--- src/rtl/writeback_stage.sv ---
`default_nettype none
// ============================================================================
// Module   : writeback_stage
// Purpose  : Fifth and final pipeline stage. It selects the write-back source
//            (ALU / load data / PC+4 / upper immediate), extracts and extends
//            load data, and drives the register-file write port. The stage
//            stalls upstream while load data is outstanding and reports load
//            timeouts and misaligned loads.
// Ports    : clock, reset                 - clock, synchronous active-high reset
//            instr_valid_ip, wb_mux_ip,
//            wb_alu_result_ip/_valid_ip,
//            write_reg_addr_ip, pc_addr_ip,
//            uimmd_ip                     - memory-stage pipeline buffer
//            lsu_operator_ip,
//            load_byte_offset_ip,
//            load_data_ip/_valid_ip       - load type, lane and raw load word
//            rf_we_op, rf_waddr_op,
//            rf_wdata_op                  - register-file write port
//            stall_op                     - upstream hold request
//            load_timeout_op              - sticky load-abort flag
//            misalign_op                  - pulse on a dropped misaligned load
//            retired_count_op             - completed-instruction counter
// Revision : 1.0 - initial release
// ============================================================================
module writeback_stage #(
    parameter int LOAD_TIMEOUT = 16,
    parameter int CNT_W        = 32
) (
    input  logic             clock,
    input  logic             reset,
    input  logic             instr_valid_ip,
    input  logic [1:0]       wb_mux_ip,
    input  logic [31:0]      wb_alu_result_ip,
    input  logic             wb_alu_result_valid_ip,
    input  logic [4:0]       write_reg_addr_ip,
    input  logic [31:0]      pc_addr_ip,
    input  logic [31:0]      uimmd_ip,
    input  logic [2:0]       lsu_operator_ip,
    input  logic [1:0]       load_byte_offset_ip,
    input  logic [31:0]      load_data_ip,
    input  logic             load_data_valid_ip,
    output logic             rf_we_op,
    output logic [4:0]       rf_waddr_op,
    output logic [31:0]      rf_wdata_op,
    output logic             stall_op,
    output logic             load_timeout_op,
    output logic             misalign_op,
    output logic [CNT_W-1:0] retired_count_op
);

    localparam logic [1:0] C_MUX_ALU   = 2'd0;
    localparam logic [1:0] C_MUX_LSU   = 2'd1;
    localparam logic [1:0] C_MUX_PC4   = 2'd2;
    localparam logic [1:0] C_MUX_UIMMD = 2'd3;

    localparam logic [2:0] C_OP_LB  = 3'd0;
    localparam logic [2:0] C_OP_LH  = 3'd1;
    localparam logic [2:0] C_OP_LW  = 3'd2;
    localparam logic [2:0] C_OP_LBU = 3'd4;
    localparam logic [2:0] C_OP_LHU = 3'd5;

    localparam logic [0:0] C_ST_IDLE = 1'b0;
    localparam logic [0:0] C_ST_WAIT = 1'b1;

    // Last counter value before the wait is abandoned.
    localparam logic [7:0]       C_TO_LAST  = 8'(LOAD_TIMEOUT - 1);
    localparam logic [CNT_W-1:0] C_CNT_ONE  = CNT_W'(1);

    // ------------------------------------------------------------------------
    // Helpers
    // ------------------------------------------------------------------------
    // Shift the addressed lane down to bit 0, then extend per load type.
    function automatic logic [31:0] extract_load(input logic [2:0]  op,
                                                 input logic [1:0]  off,
                                                 input logic [31:0] word);
        logic [31:0] sh;
        sh = word >> {off, 3'b000};
        case (op)
            C_OP_LB:  extract_load = {{24{sh[7]}}, sh[7:0]};
            C_OP_LH:  extract_load = {{16{sh[15]}}, sh[15:0]};
            C_OP_LBU: extract_load = {24'd0, sh[7:0]};
            C_OP_LHU: extract_load = {16'd0, sh[15:0]};
            default:  extract_load = word;
        endcase
    endfunction

    // Illegal operators are treated as misaligned so they are dropped too.
    function automatic logic is_misaligned(input logic [2:0] op,
                                           input logic [1:0] off);
        case (op)
            C_OP_LB, C_OP_LBU: is_misaligned = 1'b0;
            C_OP_LH, C_OP_LHU: is_misaligned = off[0];
            C_OP_LW:           is_misaligned = (off != 2'd0);
            default:           is_misaligned = 1'b1;
        endcase
    endfunction

    // ------------------------------------------------------------------------
    // State
    // ------------------------------------------------------------------------
    logic [0:0]       state_q,    state_d;
    logic [7:0]       cnt_q,      cnt_d;
    logic [4:0]       pend_rd_q,  pend_rd_d;
    logic [2:0]       pend_op_q,  pend_op_d;
    logic [1:0]       pend_off_q, pend_off_d;
    logic             we_q,       we_d;
    logic [4:0]       waddr_q,    waddr_d;
    logic [31:0]      wdata_q,    wdata_d;
    logic             timeout_q,  timeout_d;
    logic             misal_q,    misal_d;
    logic [CNT_W-1:0] retired_q,  retired_d;

    logic        w_accept;
    logic        w_lsu_accept;
    logic        w_misaligned;
    logic        w_retire;
    logic        w_write;
    logic [4:0]  w_waddr;
    logic [31:0] w_wdata;

    assign w_accept     = instr_valid_ip && (state_q == C_ST_IDLE);
    assign w_lsu_accept = w_accept && (wb_mux_ip == C_MUX_LSU);
    assign w_misaligned = is_misaligned(lsu_operator_ip, load_byte_offset_ip);

    // ------------------------------------------------------------------------
    // Process 1: state and datapath registers
    // ------------------------------------------------------------------------
    always_ff @(posedge clock) begin
        if (reset) begin
            state_q    <= C_ST_IDLE;
            cnt_q      <= 8'd0;
            pend_rd_q  <= 5'd0;
            pend_op_q  <= 3'd0;
            pend_off_q <= 2'd0;
            we_q       <= 1'b0;
            waddr_q    <= 5'd0;
            wdata_q    <= 32'd0;
            timeout_q  <= 1'b0;
            misal_q    <= 1'b0;
            retired_q  <= '0;
        end else begin
            state_q    <= state_d;
            cnt_q      <= cnt_d;
            pend_rd_q  <= pend_rd_d;
            pend_op_q  <= pend_op_d;
            pend_off_q <= pend_off_d;
            we_q       <= we_d;
            waddr_q    <= waddr_d;
            wdata_q    <= wdata_d;
            timeout_q  <= timeout_d;
            misal_q    <= misal_d;
            retired_q  <= retired_d;
        end
    end

    // ------------------------------------------------------------------------
    // Process 2: next-state logic
    // ------------------------------------------------------------------------
    always_comb begin
        state_d = state_q;
        case (state_q)
            C_ST_IDLE: begin
                if (w_lsu_accept && !w_misaligned && !load_data_valid_ip)
                    state_d = C_ST_WAIT;
            end
            C_ST_WAIT: begin
                // Valid data takes priority over an expiring timeout.
                if (load_data_valid_ip || (cnt_q == C_TO_LAST))
                    state_d = C_ST_IDLE;
            end
            default: state_d = C_ST_IDLE;
        endcase
    end

    // ------------------------------------------------------------------------
    // Process 3: output / datapath next values
    // ------------------------------------------------------------------------
    always_comb begin
        w_retire   = 1'b0;
        w_write    = 1'b0;
        w_waddr    = write_reg_addr_ip;
        w_wdata    = wb_alu_result_ip;
        cnt_d      = cnt_q;
        pend_rd_d  = pend_rd_q;
        pend_op_d  = pend_op_q;
        pend_off_d = pend_off_q;
        timeout_d  = timeout_q;
        misal_d    = 1'b0;

        case (state_q)
            C_ST_IDLE: begin
                if (w_accept) begin
                    case (wb_mux_ip)
                        C_MUX_ALU: begin
                            w_retire = 1'b1;
                            w_write  = wb_alu_result_valid_ip;
                            w_wdata  = wb_alu_result_ip;
                        end
                        C_MUX_PC4: begin
                            w_retire = 1'b1;
                            w_write  = 1'b1;
                            w_wdata  = pc_addr_ip + 32'd4;
                        end
                        C_MUX_UIMMD: begin
                            w_retire = 1'b1;
                            w_write  = 1'b1;
                            w_wdata  = uimmd_ip;
                        end
                        default: begin
                            if (w_misaligned) begin
                                misal_d = 1'b1;
                            end else if (load_data_valid_ip) begin
                                w_retire = 1'b1;
                                w_write  = 1'b1;
                                w_wdata  = extract_load(lsu_operator_ip,
                                                        load_byte_offset_ip,
                                                        load_data_ip);
                            end else begin
                                cnt_d      = 8'd0;
                                pend_rd_d  = write_reg_addr_ip;
                                pend_op_d  = lsu_operator_ip;
                                pend_off_d = load_byte_offset_ip;
                            end
                        end
                    endcase
                end
            end
            C_ST_WAIT: begin
                if (load_data_valid_ip) begin
                    w_retire = 1'b1;
                    w_write  = 1'b1;
                    w_waddr  = pend_rd_q;
                    w_wdata  = extract_load(pend_op_q, pend_off_q, load_data_ip);
                end else if (cnt_q == C_TO_LAST) begin
                    timeout_d = 1'b1;
                end else begin
                    cnt_d = cnt_q + 8'd1;
                end
            end
            default: ;
        endcase

        retired_d = w_retire ? (retired_q + C_CNT_ONE) : retired_q;

        // x0 writes are suppressed; address/data hold when nothing is written.
        we_d    = 1'b0;
        waddr_d = waddr_q;
        wdata_d = wdata_q;
        if (w_write && (w_waddr != 5'd0)) begin
            we_d    = 1'b1;
            waddr_d = w_waddr;
            wdata_d = w_wdata;
        end
    end

    assign stall_op         = (state_q == C_ST_WAIT);
    assign rf_we_op         = we_q;
    assign rf_waddr_op      = waddr_q;
    assign rf_wdata_op      = wdata_q;
    assign load_timeout_op  = timeout_q;
    assign misalign_op      = misal_q;
    assign retired_count_op = retired_q;

endmodule
`default_nettype wire

--- config.mk ---
export PLATFORM = sky130hd
export DESIGN_NAME = writeback_stage
export DESIGN_NICKNAME = d
export VERILOG_FILES = /design/src/rtl/writeback_stage.sv
export SDC_FILE = /design/constraint.sdc
export NUM_CORES = 1
export LEC_CHECK = 0
export BUFFER_PORTS_ARGS = -buffer_cell sky130_fd_sc_hd__buf_4
export CORE_MARGIN = 2
export CORE_UTILIZATION = 45
export CTS_CLUSTER_DIAMETER = 30
export DETAILED_ROUTE_END_ITERATION = 6
export HOLD_SLACK_MARGIN = 0.06
export PLACE_DENSITY = 0.72
export SYNTH_ARGS = -nofsm -noshare
export SYNTH_HDL_FRONTEND = slang
export SYNTH_SLANG_ARGS = --single-unit
--- constraint.sdc ---
create_clock -name clock -period 2.15 [get_ports clock]
set_clock_uncertainty 0.15 [all_clocks]
set_input_delay 0.1075 -clock clock [delete_from_list [all_inputs] [get_ports clock]]
set_output_delay 0.1075 -clock clock [all_outputs]
set_load 0.02 [all_outputs]
Word level (Yosys, flattened, before mapping)
Index checks and enable logic that the tools add are counted.
{"block": "classes", "n_div": 0, "mul": 0, "order_cmp": 0, "n_reduce_logical": 22, "muxes": 31, "n_eq_ne": 17, "n_addsub": 3, "bitwise": 5, "shift": 2}
{"cell": "one-hot mux 32 bit (4 select lines)", "n": 2}
{"cell": "two-way mux 32 bit", "n": 4}
{"cell": "one-hot mux 32 bit (3 select lines)", "n": 1}
{"cell": "one-hot mux 32 bit (2 select lines)", "n": 1}
{"cell": ">> shifter 32 x 5 -> 16 bit", "n": 2}
{"cell": "two-way mux 8 bit", "n": 6}
{"cell": "adder 32 x 1 -> 32 bit (second input constant)", "n": 1}
{"cell": "adder 32 x 3 -> 32 bit (second input constant)", "n": 1}
{"cell": "one-hot mux 8 bit (2 select lines)", "n": 1}
{"cell": "== test 3 bit (second input constant)", "n": 4}
{"cell": "!= test 2 bit (second input constant)", "n": 6}
{"cell": "two-way mux 5 bit", "n": 2}
{"cell": "two-way mux 1 bit", "n": 9}
{"cell": "adder 8 x 1 -> 8 bit (second input constant)", "n": 1}
{"cell": "== test 8 x 4 -> 1 bit (second input constant)", "n": 1}
{"cell": "one-hot mux 1 bit (2 select lines)", "n": 4}
{"cell": "== test 3 x 1 -> 1 bit (second input constant)", "n": 2}
{"cell": "zero test 3 bit", "n": 2}
{"cell": "AND reduction 6 bit", "n": 1}
{"cell": "OR reduction 2 bit", "n": 3}
{"cell": "OR reduction 6 bit", "n": 1}
{"cell": "logical AND 1 bit", "n": 5}
{"cell": "inverter 1 bit", "n": 5}
{"cell": "AND reduction 5 bit", "n": 1}
{"cell": "12 further kinds", "n": 14}
{"block": "totals", "wordCells": 91, "ff_bits": 91, "latch_bits": 0, "ram_bits": 0, "rom_bits": 0, "out_inout_bits": 73, "n_memories": 0}

Longest topological paths before layout
Gate-level depths: netlist of the first run.
{"block": "depth", "ltp_word": 9, "ltp_mapped": 9, "mapped_depth_nobuf": 7}

Worst setup path after synthesis of the first run
No wires, ideal clock.
{"block": "synth_path", "path_type": "register -> register", "startpoint": "register retired_q[8] (netlist: retired_count_op[8])", "endpoint": "register retired_q[31] (netlist: retired_count_op[31])", "stages_incl_launch_ff": 7, "path_buffers": 0, "setup_ns": 0.071, "setup_slack_ns": -0.192, "t_arrival_ns": 2.122, "cell_sequence": "dfxtp_1 and4_1 nand4_1 nor4_1 o211ai_1 or3_1 a21oi_1"}
{"block": "synth_via", "elab_chain_len": 1}
{"item": "start, declared", "line": "111", "text": "logic [CNT_W-1:0] retired_q, retired_d;"}
{"item": "start signal, assigned", "line": "152", "text": "retired_q <= retired_d;"}
{"item": "adder 32 x 1 -> 32 bit", "line": "243", "text": "retired_d = w_retire ? (retired_q + C_CNT_ONE) : retired_q;"}
No other way between the ends.
A chain may end at the register's enable or synchronous reset.

Final worst setup path of the first run
{"block": "layout_path", "startpoint": "register pend_off_q[1]", "endpoint": "register wdata_q[15] (netlist: rf_wdata_op[15])"}
{"block": "layout_via", "elab_chain_len": 4}
{"item": "start, declared", "line": "105", "text": "logic [1:0] pend_off_q, pend_off_d;"}
{"item": "start signal, assigned", "line": "146", "text": "pend_off_q <= pend_off_d;"}
{"item": ">> shifter 32 x 5 -> 16 bit", "line": "77", "text": "sh = word >> {off, 3'b000};"}
{"item": "one-hot mux 32 bit (4 select lines)", "line": "78", "text": "case (op)"}
{"item": "two-way mux 32 bit", "line": "229", "text": "if (load_data_valid_ip) begin"}
{"item": "one-hot mux 32 bit (2 select lines)", "line": "190", "text": "case (state_q)"}
{"item": "end signal, assigned", "line": "149", "text": "wdata_q <= wdata_d;"}
{"item": "end, declared", "line": "108", "text": "logic [31:0] wdata_q, wdata_d;"}
No other way between the ends.

==> impl_metrics.ini, run 1 <==
[status]
run_status = completed

[layout]
diodes = 0
drive_gt1_frac = 0.3544
final_area_um2 = 10220
final_common_cell = buf_4
final_cell_mix = buf_4, nor2_1, dfxtp_1
syn2layout_area_growth_pct = 54.00
nNetsFinal = 1362
layout.cells.non_filler = 1403

[hold_path]
worstHoldPathType = in -> reg
hold_depth = 3
hp-start = wb_alu_result_ip[17]
hold_end = rf_wdata_op[17]

[setup_path]
path_buf_inv = 1
critical_path_required_ns = 2.21
crit_family = multiplexers
rr_startpoint = pend_off_q[1]
cp_slowest_cell = dfxtp_4
endpoint_kind = register
rr_endpoint = rf_wdata_op[15]
ff2ff_setup_slack_ns = 0.03
criticalPathCategory = reg -> reg
cp_cell_sequence = mux2_4 > mux2_2 > nand3b_1 > buf_6 > nand3_2 > a221oi_2 > a311oi_1
start_kind = register
cp_max_fo = 5
slowest_delay_ns = 0.38
cp.arrival_ns = 2.18
r2r_cells = 7

[placement]
place_area_um2 = 9320
dp_hpwl_mm = 21.50
port_buffers = 217
dp_cells = 1344
dp_slack_ns = -0.5316
gp_congestion = 1.008

[clock_network]
cts_tree = done
numCtsBuffers = 9
cts_sinks = 91
htreeDepth = 3
clk_path_buf_depth = 2
path_clk_slew_ns = 0.07
insertion_delay_ns = 0.35
root_buffer = clkbuf_16

[synthesis]
synth.avg_cell_area_um2 = 7.584
synth_cell_types = 66
synthArstFlopShare = 0
synth.net_count = 1023
synth_edf_count = 0
synth-seq-cells = 91
synth-seq-area-share = 0.2745
ys.flop_type = dfxtp_1
synth_area_um2 = 6636
yosys_warnings = 0
syn_inst = 875

[sta]
fin_crit_sh = 0.9853
final_hold_viol_count = 0
worst_slack_ns = 0.03153
fmax_mhz = 472.0
whs_ns = 0.04223
slew_headroom = 0.5772
rsz0062_at_grt = true
fin_crit_ns = 2.118
tightest_slew_ns = 0.6342
setup_viol = 0
drv_slew = 0

[power]
total_leakage_power_uw = 0.004355
ir_drop_uv = 366.2
power.density_nw_per_um2 = 472.4
power_uw = 4828

[global_routing]
antenna_found_initial = 0
grt_use_total = 0.3462
grt_pass1_wl_mm = 43.74
grt_max_degree = 55
overflow = 0
grt_pass1_vias = 8177

[route]
first_pass_iters = 6
vias_per_cell = 6.038
drc = 0
ant_nets = 0
dr.first_iter.drc_count = 727
via_count = 8471
drt-total-wl_mm = 27.95
wl_per_cell_um = 19.92

[floorplan]
core_area_um2 = 14480
dieArea_um2 = 15740
die_w_um = 125.4
pin_count = 218
start_util = 0.4583
die_h_um = 125.4
num_rows = 44

[run]
maxCapViolations = 0
==> synthesized netlist by cell type (9+ instances only) <==
cell type / instances / area share
a21oi_1: 53 / 0.040
nand4_1: 13 / 0.012
xnor2_1: 16 / 0.021
a211oi_1: 26 / 0.029
inv_1: 18 / 0.010
mux2_2: 9 / 0.015
o21ai_0: 40 / 0.030
clkbuf_1: 51 / 0.029
a22oi_1: 12 / 0.014
and3_1: 10 / 0.0094
nor2b_1: 9 / 0.0085
nor2_1: 112 / 0.063
a2bb2oi_1: 12 / 0.016
nand3_1: 19 / 0.014
o2bb2ai_1: 10 / 0.013
nand2b_1: 9 / 0.0085
nor3_1: 21 / 0.016
and2_1: 10 / 0.0094
a21o_1: 10 / 0.011
xor2_1: 33 / 0.044
nand2_1: 75 / 0.042
a311oi_1: 21 / 0.028
mux2i_1: 27 / 0.041
dfxtp_1: 91 / 0.27
o2111ai_1: 11 / 0.015
nor4_1: 13 / 0.012
a221oi_1: 18 / 0.024
o211ai_1: 13 / 0.015
==> how the worst max path moves through the flow <==
stage                             start                   end  cells after the start
floorplan           retired_count_op[8]  retired_count_op[31]                      6
global placement               stall_op       rf_wdata_op[28]                      6
detailed placement             stall_op       rf_wdata_op[21]                      6
CTS                  load_data_valid_ip       rf_wdata_op[30]                      9
global route              pend_off_q[1]       rf_wdata_op[15]                      7
finish                    pend_off_q[1]       rf_wdata_op[15]                      7
==> state kept, by name, indices dropped and copies added (netlist names) <==
register and flops:
retired_count_op 32, rf_wdata_op 32, cnt_q 8, pend_rd_q 5, rf_waddr_op 5, pend_op_q 3, pend_off_q 2, load_timeout_op 1
misalign_op 1, rf_we_op 1, stall_op 1
==> metal layers <==
metal / wire (um) / track usage / vias to the layer above / share of wire
met4: 1355 / 0.1739 / 0 / 0.048
met1: 11110 / 0.4314 / 3946 / 0.40
met2: 13030 / 0.5660 / 435 / 0.47
met3: 2456 / 0.07274 / 98 / 0.088
met5: 0 / 0 / - / 0
li1: - / - / 3992 / -
==> per-stage QoR <==
stage	TNS (ns)	util
after CTS	0	0.6935
after global placement	-14.92	0.6437
after detailed placement	-13.32	0.6437
after floorplan	-0.1334	-
after global routing	-0.1416	0.7058
final	0	0.7058
==> logic make-up (layout without fill, tap and decap cells) <==
family                     count (synthesis)  count (layout)  share of synthesized area
muxes                                     36              36                    0.05600
adders and majority gates                  3               3                   0.005657
DFF                                       91              91                     0.2745
xor gates and xnor gates                  49              49                    0.06467
AOI/OAI and AO/OA                        283             283                     0.3069
and+or+nand+nor                          329             329                     0.2426
buffers and inverters                     84             428                    0.04958
==> worst register-to-register path, delay by kind of cell, from the launching register on <==
family | cells | cell delay, ns
AOI/OAI and AO/OA | 2 | 0.42
buffers and inverters | 1 | 0.15
DFF | 1 | 0.38
muxes | 2 | 0.58
and+or+nand+nor | 2 | 0.29
==> repair_timing <==
action                     4_1_cts  5_1_grt
pin swaps                        1        9
buffers inserted                 3        4
setup endpoints to repair       43       41
hold buffers                    36        0
hold endpoints to repair        35        0
resized for setup               11       40
==> final cells by class <==
type,count,area (um^2)
Clock buffer,9,225.2
Clock inverter,7,75.07
Fill cell,1221,4259
Inverter,19,75.07
Multi-Input combinational cell,700,4654
Sequential cell,91,1833
Tap cell,184,230.2
Timing Repair Buffer,393,3127
==> power breakdown <==
group / switching (uW) / internal [uW] / leakage, uW
clock: 725 / 910 / 0.000150
combinational: 724 / 659 / 0.00346
sequential: 52.9 / 1760 / 0.000745
total: 1500 / 3330 / 0.00435
Note: power is estimated with default switching activity, not from simulation.
==> run 2: changes to the inputs <==
- PLACE_DENSITY: 0.72 -> 0.69
- clock period: 2.15 -> 2.2 ns (I/O delays scaled with it)
==> run 2 against run 1 <==
First-iteration DRC count up 5.4%; cell count up 0.64%; count of clock-buffer cells in the layout up 3; global-route usage down 0.93 points; final area up 0.73%; clock power down 4%; routed wire length about the same; power down 2.5%; fmax down 2.0%; via count up 0.19%; critical endpoint is now rf_wdata_op[14].
==> impl_metrics.ini, run 2 (synthesized netlist as in run 1, its figures left out) <==
[status]
run_status = completed

[layout]
final_common_cell = buf_4
nNetsFinal = 1371
diodes = 0
n_fill_cell = 1222
syn2layout_area_growth_pct = 55.13
drive_gt1_frac = 0.3518
final_cell_mix = buf_4, nor2_1, dfxtp_1

[clock_network]
cts_sinks = 91
htreeDepth = 3
cts_tree = done
root_buffer = clkbuf_16
clk_path_buf_depth = 2
path_clk_slew_ns = 0.07
numCtsBuffers = 9
insertion_delay_ns = 0.36

[sta]
rsz0062_at_grt = true
setup_tns_ns = 0
slew_headroom = 0.6354
final_hold_viol_count = 0
fin_crit_sh = 0.9831
worst_slack_ns = 0.03729
drv_slew = 0
setup_viol = 0
tightest_slew_ns = 0.5458
fmax_mhz = 462.4
fin_crit_ns = 2.163

[power]
ir_drop_uv = 586.6
power.density_nw_per_um2 = 457.4
total_leakage_power_uw = 0.004387

[setup_path]
cp_max_fo = 4
endpoint_kind = register
crit_path_frequent_cell = mux2_2
slowest_delay_ns = 0.38
ff2ff_setup_slack_ns = 0.04
crit_path_start = pend_off_q[1]
cp_slowest_cell = a2111oi_4
rr_startpoint = pend_off_q[1]
critical_path_required_ns = 2.27
start_kind = register
criticalPathCategory = reg -> reg
cp_cell_sequence = buf_4 > mux2_2 > mux2_2 > nand3b_1 > buf_6 > a21oi_2 > a2111oi_4 > a211oi_1
cp.arrival_ns = 2.23

[placement]
gp_congestion = 1.037
dp_slack_ns = -0.3449
dp_hpwl_mm = 21.53
port_buffers = 217

[floorplan]
num_rows = 44
core_area_um2 = 14480
pin_count = 218
die_w_um = 125.4
die_h_um = 125.4
start_util = 0.4583
dieArea_um2 = 15740

[route]
dr.first_iter.drc_count = 766
drt-total-wl_mm = 27.96
wl_per_cell_um = 19.80
vias_per_cell = 6.011
first_pass_iters = 6
via_count = 8487
ant_nets = 0
drc = 0

[hold_path]
hp-start = wb_alu_result_ip[20]
worstHoldPathType = in -> reg

[global_routing]
grt_max_degree = 45
grt_pass1_vias = 8026
overflow = 0
grt_pass1_wl_mm = 42.48
antenna_found_initial = 0
grt_use_total = 0.3368

[run]
maxCapViolations = 0
==> run 2: cell count changes in the layout (fill, tap and decap cells not counted), sizes merged <==
cell,delta
bufinv,-1
clkbuf,+4
buf,+7
clkinvlp,-1
inv,+1
dlygate4sd3,+1
clkinv,-2
==> run 2: stage by stage <==
step             util  std cells  hold WS, ns  instance area (um^2)  total power, uW
2_1_floorplan       -        875       0.1039                  6645             2360
3_3_place_gp   0.6484       1353       0.2126                  9388             3043
3_5_place_dp   0.6484       1353       0.2211                  9388             3050
4_1_cts        0.6953       1405      0.06391                 10070             4653
5_1_grt        0.7110       1412      0.08131                 10290             4890
6_report       0.7110       1412      0.06730                 10290             4709
==> run 2: final timing paths <==
| check | to | cells after the start |
|---|---|---|
| worst max-delay path | rf_wdata_op[14] | 8 |
| worst min-delay path | rf_wdata_op[20] | 3 |
| worst max register to register | rf_wdata_op[14] | 8 |
| worst min register to register | load_timeout_op | 2 |
==> run 2: critical path, delay by kind of cell, from the launching register on <==
kind	cells	cell delay (ns)
muxes	2	0.61
AOI/OAI and AO/OA	3	0.57
DFF	1	0.34
buffers and inverters	2	0.23
and+or+nand+nor	1	0.13
==> run 2: layout make-up <==
| type | count | area, um^2 | share of cell area |
|---|---|---|---|
| sequential | 91 | 1824 | 0.1772 |
| timing repair buffer | 402 | 3211 | 0.3119 |
| tap | 184 | 230.2 | 0.02236 |
| clock inverter | 4 | 31.28 | 0.003038 |
| clock buffer | 12 | 266.5 | 0.02589 |
| multi-input combinational | 700 | 4661 | 0.4527 |
| inverter | 19 | 71.32 | 0.006928 |
==> run 2: layer usage <==
metal	vias to the layer above	track usage	wire length, um
met3	94	0.07959	2645
met1	3932	0.4078	10870
met5	-	0	0
li1	4003	-	-
met2	458	0.5536	12910
met4	0	0.1797	1525
==> run 2: repair_timing <==
item	CTS	global route
gates cloned	0	1
hold endpoints to repair	41	1
buffers inserted	0	5
setup endpoints to repair	13	37
pin swaps	0	3
gates resized for setup	8	35
hold buffers	36	1
==> run 2: report_power, final <==
part           switching (uW)  internal [uW]
sequential               53.2           1720
clock                     691            867
combinational             713            665
total                    1460           3250
==> run 3: changes to the inputs <==
- MAX_ROUTING_LAYER: default -> met4
- PLACE_DENSITY: 0.69 -> 0.72
- clock period: 2.2 -> 1.8 ns (I/O delays scaled with it)
==> run 3 against run 2 <==
Core utilization grew 18 points; the flow now finishes with violations (DRC, setup timing); first-iteration DRC count grew 140%; critical path type unchanged; routed wire length grew 51%; largest power group is now combinational cells; final area grew 25%.
==> impl_metrics.ini, run 3 (synthesized netlist as in run 1, its figures left out) <==
[setup_path]
path_buf_inv = 0
cp.arrival_ns = 2.41
ff2ff_setup_slack_ns = -0.46
cp.depth = 6
endpoint_kind = register
slowest_delay_ns = 0.42
crit_family = simple AND/OR/NAND/NOR gates
criticalPathCategory = reg -> reg
critical_path_required_ns = 1.95
r2r_cells = 6
cp_cell_sequence = and4_4 > nand4_1 > nor4_4 > o211ai_1 > or3_1 > a21oi_1
cp_max_fo = 5
start_kind = register
cp_slowest_cell = nor4_4

[floorplan]
die_w_um = 125.4
pin_count = 218
core_area_um2 = 14480
num_rows = 44
start_util = 0.4583
dieArea_um2 = 15740
die_h_um = 125.4

[layout]
final_cell_mix = buf_4, nor2_1, nand2_1
final_common_cell = buf_4
drive_gt1_frac = 0.5447
final_area_um2 = 12890
nNetsFinal = 1520
syn2layout_area_growth_pct = 94.27
layout.cells.non_filler = 1562

[sta]
setup_viol = 76
worst_slack_ns = -0.4648
slew_headroom = 0.6502
tightest_slew_ns = 0.5247
rsz0062_at_grt = true
drv_slew = 0
final_hold_viol_count = 0
fmax_mhz = 441.5
whs_ns = 0.09068
fin_crit_sh = 1.258
fin_crit_ns = 2.265

[power]
power_uw = 6559
ir_drop_uv = 480.9
power.density_nw_per_um2 = 508.8
seqPwrFrac = 0.330
switchingPower_uw = 2340
total_leakage_power_uw = 0.005448
combPwrFrac = 0.359
clkPwrFrac = 0.310
swShare = 0.3567
p_int_uw = 4219

[route]
ant_nets = 0
first_pass_iters = 7
vias_per_cell = 6.940
drt-total-wl_mm = 42.29
via_count = 10840
dr.first_iter.drc_count = 1829
wl_per_cell_um = 27.07
drc = 7

[clock_network]
clk_path_buf_depth = 2
numCtsBuffers = 9
insertion_delay_ns = 0.37
htreeDepth = 3
path_clk_slew_ns = 0.08
root_buffer = clkbuf_16
cts_sinks = 91
cts_tree = done

[placement]
gp_congestion = 1.049
dp_slack_ns = -0.3972
place_area_um2 = 10350
dp_cells = 1447
dp_hpwl_mm = 24.69
port_buffers = 217

[hold_path]
worstHoldPathType = in -> reg
hold_depth = 4

[global_routing]
grt_max_degree = 42
grt_use_total = 0.4559
grt_pass1_vias = 9554
antenna_found_initial = 1
grt_pass1_wl_mm = 54.63
overflow = 0

[status]
run_status = finished, violations left
violations = DRC, setup timing

[run]
maxCapViolations = 0
run 3: changes by cell type in the layout (fill, tap and decap cells not counted), moves of 11 or more:
cell      delta
a211oi_2    +11
a311oi_2    +14
a21oi_1     -15
a211oi_1    -13
buf_6       +40
dfxtp_1     -20
buf_4       +93
a221oi_1    -11
a311oi_1    -14
dfxtp_4     +12
nor2_1      -13
run 3: per-stage QoR:
step	utilization	TNS, ns
2_1_floorplan	-	-1.526
3_3_place_gp	0.7150	-15.80
3_5_place_dp	0.7150	-17.88
4_1_cts	0.8317	-5.218
5_1_grt	0.8904	-19.23
6_report	0.8904	-17.20
run 3: power by group through the flow:
| stage | clock, uW | combinational [uW] | sequential [uW] |
|---|---|---|---|
| floorplan | 0 | 649 | 2280 |
| CTS | 1960 | 1980 | 2140 |
| global route | 2100 | 2400 | 2170 |
| finish | 2040 | 2360 | 2170 |
| detailed placement | 0 | 1720 | 2190 |
| global placement | 0 | 1710 | 2190 |
run 3: final cells by class:
class	instances	area, um^2
Antenna cell	1	2.502
Clock buffer	11	254.0
Timing Repair Buffer	544	4499
Multi-Input combinational cell	707	5913
Clock inverter	5	42.54
Tap cell	184	230.2
Inverter	19	71.32
Sequential cell	91	1879
Fill cell	653	1587
run 3: worst register-to-register path, delay by kind of cell, from the launching register on:
family / cells / cell delay (ns)
flops: 1 / 0.35
compound gates: 2 / 0.44
simple gates: 4 / 1.26
run 3: worst paths after layout:
check / startpoint / to
max: retired_count_op[20] / retired_count_op[27]
min: uimmd_ip[17] / rf_wdata_op[17]
max reg2reg: retired_count_op[20] / retired_count_op[27]
min reg2reg: rf_waddr_op[0] / rf_waddr_op[0]
run 3: repair_timing:
action,CTS,global route
hold buffers,38,1
resized for setup,149,148
buffers inserted,32,31
setup endpoints to repair,81,83
pin swaps,76,89
gates cloned,8,3
hold endpoints to repair,44,1
run 3: routing by layer:
metal	wire, um	track usage
met5	0	-
met4	4050	0.1856
met3	5755	0.1001
met2	18310	0.7135
met1	14170	0.5709
